==> config.mk <==
export PLATFORM = sky130hd
export DESIGN_NAME = acc_reg_file_ctx
export DESIGN_NICKNAME = d
export VERILOG_FILES = /design/src/rtl/acc_reg_file_ctx.sv
export SDC_FILE = /design/constraint.sdc
export NUM_CORES = 1
export LEC_CHECK = 0
export CAP_MARGIN = 30
export CORE_ASPECT_RATIO = 0.6
export CORE_MARGIN = 2
export CORE_UTILIZATION = 35
export CTS_CLUSTER_DIAMETER = 120
export DETAILED_ROUTE_END_ITERATION = 10
export PLACE_DENSITY = 0.63
export SLEW_MARGIN = 20
export SYNTH_ARGS = -nofsm -noshare
export SYNTH_HDL_FRONTEND = slang
export SYNTH_SLANG_ARGS = --single-unit
==> constraint.sdc <==
create_clock -name Clk -period 3.6 [get_ports Clk]
set_clock_uncertainty 0.05 [all_clocks]
set_input_delay 0.54 -clock Clk [delete_from_list [all_inputs] [get_ports Clk]]
set_output_delay 0.54 -clock Clk [all_outputs]
set_load 0.01 [all_outputs]
==> src/rtl/acc_reg_file_ctx.sv <==
// Accumulator + register file with a shadow bank for multi-cycle context save/restore (optional ACC_BYPASS_EN write forwarding).
// Reads are combinational; a save/restore holds Busy for R+1 cycles and then pulses Done; writes and requests arriving while Busy are dropped.
module acc_reg_file_ctx #(
   parameter int W = 8,
   parameter int D = 3
) (
   input  logic         Clk,
   input  logic         Reset_n,
   input  logic         WriteEn,
   input  logic         Destination,
   input  logic [D-1:0] Waddr,
   input  logic [D-1:0] RaddrB,
   input  logic [W-1:0] DataIn,
   output logic [W-1:0] DataOutA,
   output logic [W-1:0] DataOutB,
   input  logic         SaveReq,
   input  logic         RestoreReq,
   output logic         Busy,
   output logic         Done,
   output logic         ShadowValid,
   output logic         RestoreErr
);

   localparam int R  = 2 ** D;
   localparam int N  = R + 1;
   localparam int IW = $clog2(N);
   localparam logic [IW-1:0] LAST_IDX = IW'(R);

   typedef enum logic [1:0] {
      ST_IDLE,
      ST_SAVE,
      ST_RESTORE
   } state_t;

   state_t          r_state, w_state_nxt;
   logic [IW-1:0]   r_idx, w_idx_nxt;
   logic            r_done, w_done_nxt;
   logic            r_err, w_err_nxt;
   logic            r_sv, w_sv_nxt;

   logic [W-1:0]    r_acc;
   logic [W-1:0]    r_regs   [R];
   logic [W-1:0]    r_shadow [N];

   logic            w_busy;
   logic            w_last;
   logic            w_wr;
   logic [D-1:0]    w_reg_idx;
   logic [W-1:0]    w_live_entry;
   logic [W-1:0]    w_shadow_entry;

   assign w_busy         = (r_state != ST_IDLE);
   assign w_last         = (r_idx == LAST_IDX);
   assign w_wr           = WriteEn && !w_busy;
   // Entry 0 is the accumulator; entry i maps to Registers[i-1].
   assign w_reg_idx      = D'(r_idx - IW'(1));
   assign w_live_entry   = (r_idx == '0) ? r_acc : r_regs[w_reg_idx];
   assign w_shadow_entry = r_shadow[r_idx];

   always_ff @(posedge Clk or negedge Reset_n) begin
      if (!Reset_n) begin
         r_state <= ST_IDLE;
         r_idx   <= '0;
         r_done  <= 1'b0;
         r_err   <= 1'b0;
         r_sv    <= 1'b0;
      end else begin
         r_state <= w_state_nxt;
         r_idx   <= w_idx_nxt;
         r_done  <= w_done_nxt;
         r_err   <= w_err_nxt;
         r_sv    <= w_sv_nxt;
      end
   end

   always_comb begin
      w_state_nxt = r_state;
      w_idx_nxt   = r_idx;
      w_done_nxt  = 1'b0;
      w_err_nxt   = 1'b0;
      w_sv_nxt    = r_sv;
      case (r_state)
         ST_IDLE: begin
            if (SaveReq) begin
               w_state_nxt = ST_SAVE;
               w_idx_nxt   = '0;
               // The bank is about to be partially overwritten, so it is no longer a full snapshot.
               w_sv_nxt    = 1'b0;
            end else if (RestoreReq) begin
               if (r_sv) begin
                  w_state_nxt = ST_RESTORE;
                  w_idx_nxt   = '0;
               end else begin
                  w_err_nxt = 1'b1;
               end
            end
         end
         ST_SAVE: begin
            if (w_last) begin
               w_state_nxt = ST_IDLE;
               w_idx_nxt   = '0;
               w_done_nxt  = 1'b1;
               w_sv_nxt    = 1'b1;
            end else begin
               w_idx_nxt = r_idx + IW'(1);
            end
         end
         ST_RESTORE: begin
            if (w_last) begin
               w_state_nxt = ST_IDLE;
               w_idx_nxt   = '0;
               w_done_nxt  = 1'b1;
            end else begin
               w_idx_nxt = r_idx + IW'(1);
            end
         end
         default: begin
            w_state_nxt = ST_IDLE;
            w_idx_nxt   = '0;
         end
      endcase
   end

   always_ff @(posedge Clk or negedge Reset_n) begin
      if (!Reset_n) begin
         r_acc <= '0;
         for (int i = 0; i < R; i++) r_regs[i] <= '0;
      end else if (r_state == ST_RESTORE) begin
         if (r_idx == '0) r_acc <= w_shadow_entry;
         else             r_regs[w_reg_idx] <= w_shadow_entry;
      end else if (w_wr) begin
         if (!Destination) r_acc <= DataIn;
         else              r_regs[Waddr] <= DataIn;
      end
   end

   always_ff @(posedge Clk or negedge Reset_n) begin
      if (!Reset_n) begin
         for (int i = 0; i < N; i++) r_shadow[i] <= '0;
      end else if (r_state == ST_SAVE) begin
         r_shadow[r_idx] <= w_live_entry;
      end
   end

`ifdef ACC_BYPASS_EN
   assign DataOutA = (w_wr && !Destination) ? DataIn : r_acc;
   assign DataOutB = (w_wr && Destination && (Waddr == RaddrB)) ? DataIn : r_regs[RaddrB];
`else
   assign DataOutA = r_acc;
   assign DataOutB = r_regs[RaddrB];
`endif

   assign Busy        = w_busy;
   assign Done        = r_done;
   assign ShadowValid = r_sv;
   assign RestoreErr  = r_err;

endmodule

==> results by group <==
STA
  – WHS: roughly 93 ps
  – Slew Limit Fails: 0
  – Final hold vios: 0
  – Tmin final: 3320 ps
  – # setup viols final: 0
  – Worst slew pin tran: roughly 920 ps
  – TNS Setup: 0 ps
  – Crit share post-route: 0.923
  – Unrepaired setup endpoints after global routing: no
  – Slew HR: 0.386
  – Fmax achieved: between 300 and 400 MHz

Clocking
  – Num Clock Sinks: about 150
  – TritonCTS clock tree: done
  – CTS root buf: clkbuf_16
  – Postcts setup bufs: 0
  – Num CTS Buffers: 17
  – Post-CTS sizing: 0
  – Clock Latency Late Sink: approximately 430 ps
  – H-tree Lvls: 4
  – Worst-path clk slew: about 70 ps
  – CTS Hold Bufs: 0
  – Clock Tree Buf Depth: 2

Critical path
  – Crit Path Max Fanout: 10
  – Slowest CP cell: clkdlybuf4s50_1
  – Number of buffers and inverters on the critical path: 3
  – CP endpoint kind: primary output
  – CP required: around 3000 ps
  – Startpoint types: input port
  – CP most frequent cell: clkdlybuf4s50_1
  – Cell family with most CP delay: buffers and inverters
  – R2R setup slack: just over 500 ps
  – CP arrival: around 2700 ps
  – Max incr delay on CP: around 800 ps
  – Worst path cell trace: clkdlybuf4s50_1 -> buf_4 -> mux4_2 -> mux2_2 -> clkdlybuf4s50_1
  – Crit path kind: input port to primary output

Drt
  – DR DRC count: 0
  – Routed vias: between 6000 and 7000
  – Post-DRT Antenna Nets: 0
  – Post-detailed-routing wire length: 23500 µm
  – DRT iter0 DRCs: between 500 and 600
  – Wire per inst: 20.7 µm
  – Via-to-Cell Ratio: approximately 5.6
  – Drt first pass iters: 5

Synthesis
  – Syn nets: a little over 800
  – Yosys warns: 0
  – Area of the mapped netlist: about 8400 µm²
  – Distinct cells, synth: 46
  – Async set-reset flop share out of synthesis: 1.00
  – Mapped Cells: 789
  – Syn Area/Cell: 10.6 µm²
  – #FFs+latches synth: approximately 150
  – EDFF count, synth: 0
  – Seq/Total Area, Yosys: 0.457
  – Synth Flop Type: dfrtp_1

Job
  – Max Cap Violations: 0

Power
  – Static leakage: slightly below 4 nW
  – Worst-case vdd ir drop: roughly 0.00038 V
  – Power per cell area: roughly 860 nW/µm²

Global routing
  – Total grt overflow: 0
  – Largest net degree at the start of global routing: 84
  – First-pass GRT wire length: 37000 µm
  – Vias in the first global route: approximately 6100
  – Total GRT Usage: 0.194
  – Antenna violations before repair: 0

Min path
  – Min-delay worst type: input port to async pin

Cells and area
  – Ant diodes: 0
  – Most frequent cells in the layout: dfrtp_1, o21ai_0, nand2_1
  – Layout area overhead: 14.3%
  – Nets: around 840
  – Commonest non-fill, non-tap cell in the layout: dfrtp_1
  – Fillers: ~2200
  – Fraction of layout cells with a size suffix above 1: 0.171

Place
  – Routability cong.: about 0.87
  – Hpwl dp: 16200 µm
  – Port buffer count: 39

Floorplanning
  – Die width: slightly above 200 µm
  – Core Area: about 23000 µm²
  – Rows: 43
  – Die span in y: 124 µm
  – Die ar.: between 20000 and 30000 µm²
  – Starting Density: 0.359
  – I/O pins: 40

Status
  – Run status: finished clean
==> sequential cells by signal, summed over array words and instances (netlist names) <==
| name | cells |
|---|---|
| r_state | 2 |
| r_idx | 4 |
| Done | 1 |
| r_shadow | 72 |
| DataOutA | 8 |
| r_regs | 64 |
| ShadowValid | 1 |
| RestoreErr | 1 |
==> worst reg2reg max path, cell delays in order (launching register included) <==
cell,delay [ps]
dfrtp_2,400
inv_2,260
ha_1,330
nor3b_1,370
a211o_1,640
a21o_1,510
nand3b_4,320
o21ai_1,90
==> per-layer routing <==
layer	vias up	GRT usage	wire, µm
met1	3178	0.303	11700
met4	0	0.0415	123
met5	-	0	0
met3	12	0.0570	2300
li1	2903	-	-
met2	272	0.260	9340
==> cell type report <==
type / instances / area, µm² / share of cell area
Multi-Input combinational cell: 571 / 4230 / 0.442
Timing Repair Buffer: 59 / 542 / 0.0566
Inverter: 5 / 18.8 / 0.00196
Clock inverter: 13 / 119 / 0.0124
Tap cell: 315 / 394 / 0.0412
Clock buffer: 19 / 433 / 0.0452
Sequential cell: 153 / 3830 / 0.400
==> power by group <==
part / internal, mW / switching (mW) / total, mW
clock: 0.956 / 0.761 / 1.72
sequential: 2.34 / 0.469 / 2.81
combinational: 1.50 / 2.18 / 3.69
total: 4.80 / 3.41 / 8.21
==> synthesized netlist by cell type, types with 18 or more instances <==
cell type / instances / share of area
a21oi_1: 39 / 0.023
a22oi_1: 18 / 0.016
buf_2: 18 / 0.011
clkbuf_1: 24 / 0.011
dfrtp_1: 153 / 0.46
mux2_2: 49 / 0.066
mux2i_1: 72 / 0.086
mux4_2: 24 / 0.065
nand2_1: 100 / 0.045
nor2_1: 24 / 0.011
o21ai_0: 110 / 0.066
o31ai_1: 24 / 0.022
==> path summary, 6_finish.rpt <==
kind                                     startpoint  depth (start not counted)                        to
setup reg to reg               r_idx[0]$_DFFE_PN0P_                          7     r_regs[2]$_DFFE_PN0P_
min in group Clk           r_shadow[56]$_DFFE_PN0P_                          2  r_shadow[56]$_DFFE_PN0P_
hold reg to reg            r_shadow[56]$_DFFE_PN0P_                          2  r_shadow[56]$_DFFE_PN0P_
hold / removal                              Reset_n                          1    r_regs[58]$_DFFE_PN0P_
max in group asynchronous                   Reset_n                          2    r_regs[21]$_DFFE_PN0P_
setup / recovery                          RaddrB[1]                          5               DataOutB[7]
==> kinds of logic (layout without fill, tap and decap cells) <==
group                    count (synthesis)  in the layout  synth area share
AO/OA/AOI/OAI                          214            214             0.144
XOR/XNOR                                 2              2           0.00389
adder cells (fa/ha/maj)                  9              9            0.0135
buffers and inverters                   65             96            0.0372
flip-flops                             153            153             0.457
multiplexers                           145            145             0.217
AND/OR/NAND/NOR                        201            201             0.127
==> per-stage QoR <==
stage / setup WS, ps / total power, mW / utilization / cell area [µm²] / std cells
6_report: 278 / 8.21 / 0.411 / 9570 / 1135
4_1_cts: 253 / 8.20 / 0.411 / 9570 / 1135
3_3_place_gp: 294 / 6.41 / 0.387 / 9020 / 1103
2_1_floorplan: 865 / 5.32 / - / 8370 / 789
5_1_grt: 157 / 8.72 / 0.411 / 9570 / 1135
3_5_place_dp: 252 / 6.48 / 0.387 / 9020 / 1103
(Power assumes the default switching activity.)
==> edit (same flow settings) <==
Compare `r_idx` against `LAST_IDX` with >= in place of ==.
--- a/src/rtl/acc_reg_file_ctx.sv
+++ b/src/rtl/acc_reg_file_ctx.sv
@@ -52,3 +52,3 @@
    assign w_busy         = (r_state != ST_IDLE);
-   assign w_last         = (r_idx == LAST_IDX);
+   assign w_last         = (r_idx >= LAST_IDX);
    assign w_wr           = WriteEn && !w_busy;
Behaviour: no difference found for any inputs over 4 cycles, from zero or initial values and one cycle with Reset_n low; that may be too few to reach the edited logic, so the function may still have changed.
==> edit against the unedited design <==
  * Worst setup slack improved by 0.14 ns
  * Die area fell by 3.0%
  * Wire length barely moved
  * Design area fell by 1.7%
  * Count of clock-buffer cells in the layout fell by 1
  * Sequential cell count did not move
  * Power rose by 4.2%
  * Worst hold slack got worse by 0.037 ns
  * Synthesized area fell by 3.0%
  * Critical endpoint is now DataOutB[3]
  * Largest cell class unchanged
  * Highest routed layer is now met5
==> edit: results <==
{
  "final_nets": 764,
  "ys_seq_area_share_pct": 47.2,
  "dp_hpwl_um": 16700,
  "ys_types": 51,
  "worstPathArrival_ns": 2.59,
  "status": "complete, no violations",
  "critPathMaxFanout": 16,
  "drtPass1Iterations": 5,
  "irDropWorstVdd_mv": 0.399,
  "drt_iter0_drc": 633,
  "syn_nets": 741,
  "die_w_um": 201,
  "postPlaceCellArea_sq_um": 8810,
  "critPathMaxStageDelay_ns": 0.54,
  "totalWireLength_um": 23500,
  "grt_pass1_wl_um": 37300,
  "track_usage_pct": 20.1,
  "grt_pass1_vias": 6045,
  "drive_above_1_share_pct": 18.0,
  "gp_congestion": 0.928,
  "synth_top_cells_by_count": "153 x dfrtp_1, 108 x o21ai_0, 85 x nand2_1, 72 x o221ai_1, 37 x mux4_2",
  "async_flop_share_pct": 100,
  "p_int_mw": 4.92,
  "leakagePower_nw": 3.76,
  "fillers": 2222,
  "cp_slowest_cell": "mux4_2",
  "slew-limit-headroom_pct": 23.5,
  "synthTopCellsByArea": "dfrtp_1 47%, mux4_2 10%, o221ai_1 7.8%"
}
## edit: cell types whose count changed after synthesis, sizes merged, moves of 9 or more
| cell | change |
|---|---|
| o221ai | +72 |
| mux2i | -57 |
| a21oi | -36 |
| mux2 | -31 |
| mux4 | +16 |
| o21ai | -16 |
| o22ai | +16 |
| nand2 | -15 |
| nor2 | -13 |
| a22oi | -11 |
| nand3b | -9 |
## edit: through the flow
stage | hold slack, ns | util [%] | setup WS [ns] | instances | power (mW)
floorplan | 0.194 | - | 0.843 | 713 | 5.35
global placement | 0.407 | 38.4 | 0.421 | 1032 | 6.62
detailed placement | 0.413 | 38.4 | 0.410 | 1032 | 6.67
CTS | 0.0938 | 41.1 | 0.403 | 1064 | 8.51
global route | 0.119 | 41.1 | 0.349 | 1064 | 9.05
finish | 0.0562 | 41.1 | 0.415 | 1064 | 8.56
## edit: logic make-up after synthesis
family                   after synthesis  share of synthesized area (%)
flip-flops                           153                           47.2
adder cells (fa/ha/maj)                8                           1.23
AND/OR/NAND/NOR                      159                           9.48
XOR/XNOR                               2                          0.540
multiplexers                          73                           15.6
AO/OA/AOI/OAI                        246                           21.8
buffers and inverters                 72                           4.16
## edit: final cells by class
cell class	instances	area share, %
sequential	153	40.7
timing repair buffer	63	6.21
clock inverter	14	1.69
multi-input combinational	488	42.0
clock buffer	18	4.67
inverter	13	0.519
tap	315	4.19
## edit: worst paths after layout
kind                                             to  slack (ns)  depth (start not counted)
max reg2reg                  r_regs[57]$_DFFE_PN0P_        0.76                          6
max in group asynchronous  r_shadow[19]$_DFFE_PN0P_        2.64                          2
min                        r_shadow[26]$_DFFE_PN0P_        0.06                          1
max                                     DataOutB[3]        0.42                          5
min in group Clk           r_shadow[52]$_DFFE_PN0P_        0.43                          2
min reg2reg                r_shadow[52]$_DFFE_PN0P_        0.43                          2
## edit: power groups by stage
stage | Sequential [mW] | Clock [mW] | Combinational, mW
finish | 2.85 | 1.84 | 3.87
detailed placement | 2.84 | 0 | 3.83
CTS | 2.83 | 1.85 | 3.84
floorplan | 2.65 | 0 | 2.70
global placement | 2.84 | 0 | 3.77
global route | 2.91 | 1.93 | 4.21
## edit: per-layer routing
metal,vias to the layer above,wire length (um),global-route usage [%]
met5,-,58,1.79
met4,2,210,3.94
met3,25,2560,6.96
met2,306,9150,25.8
met1,3267,11500,31.5
li1,2797,-,-
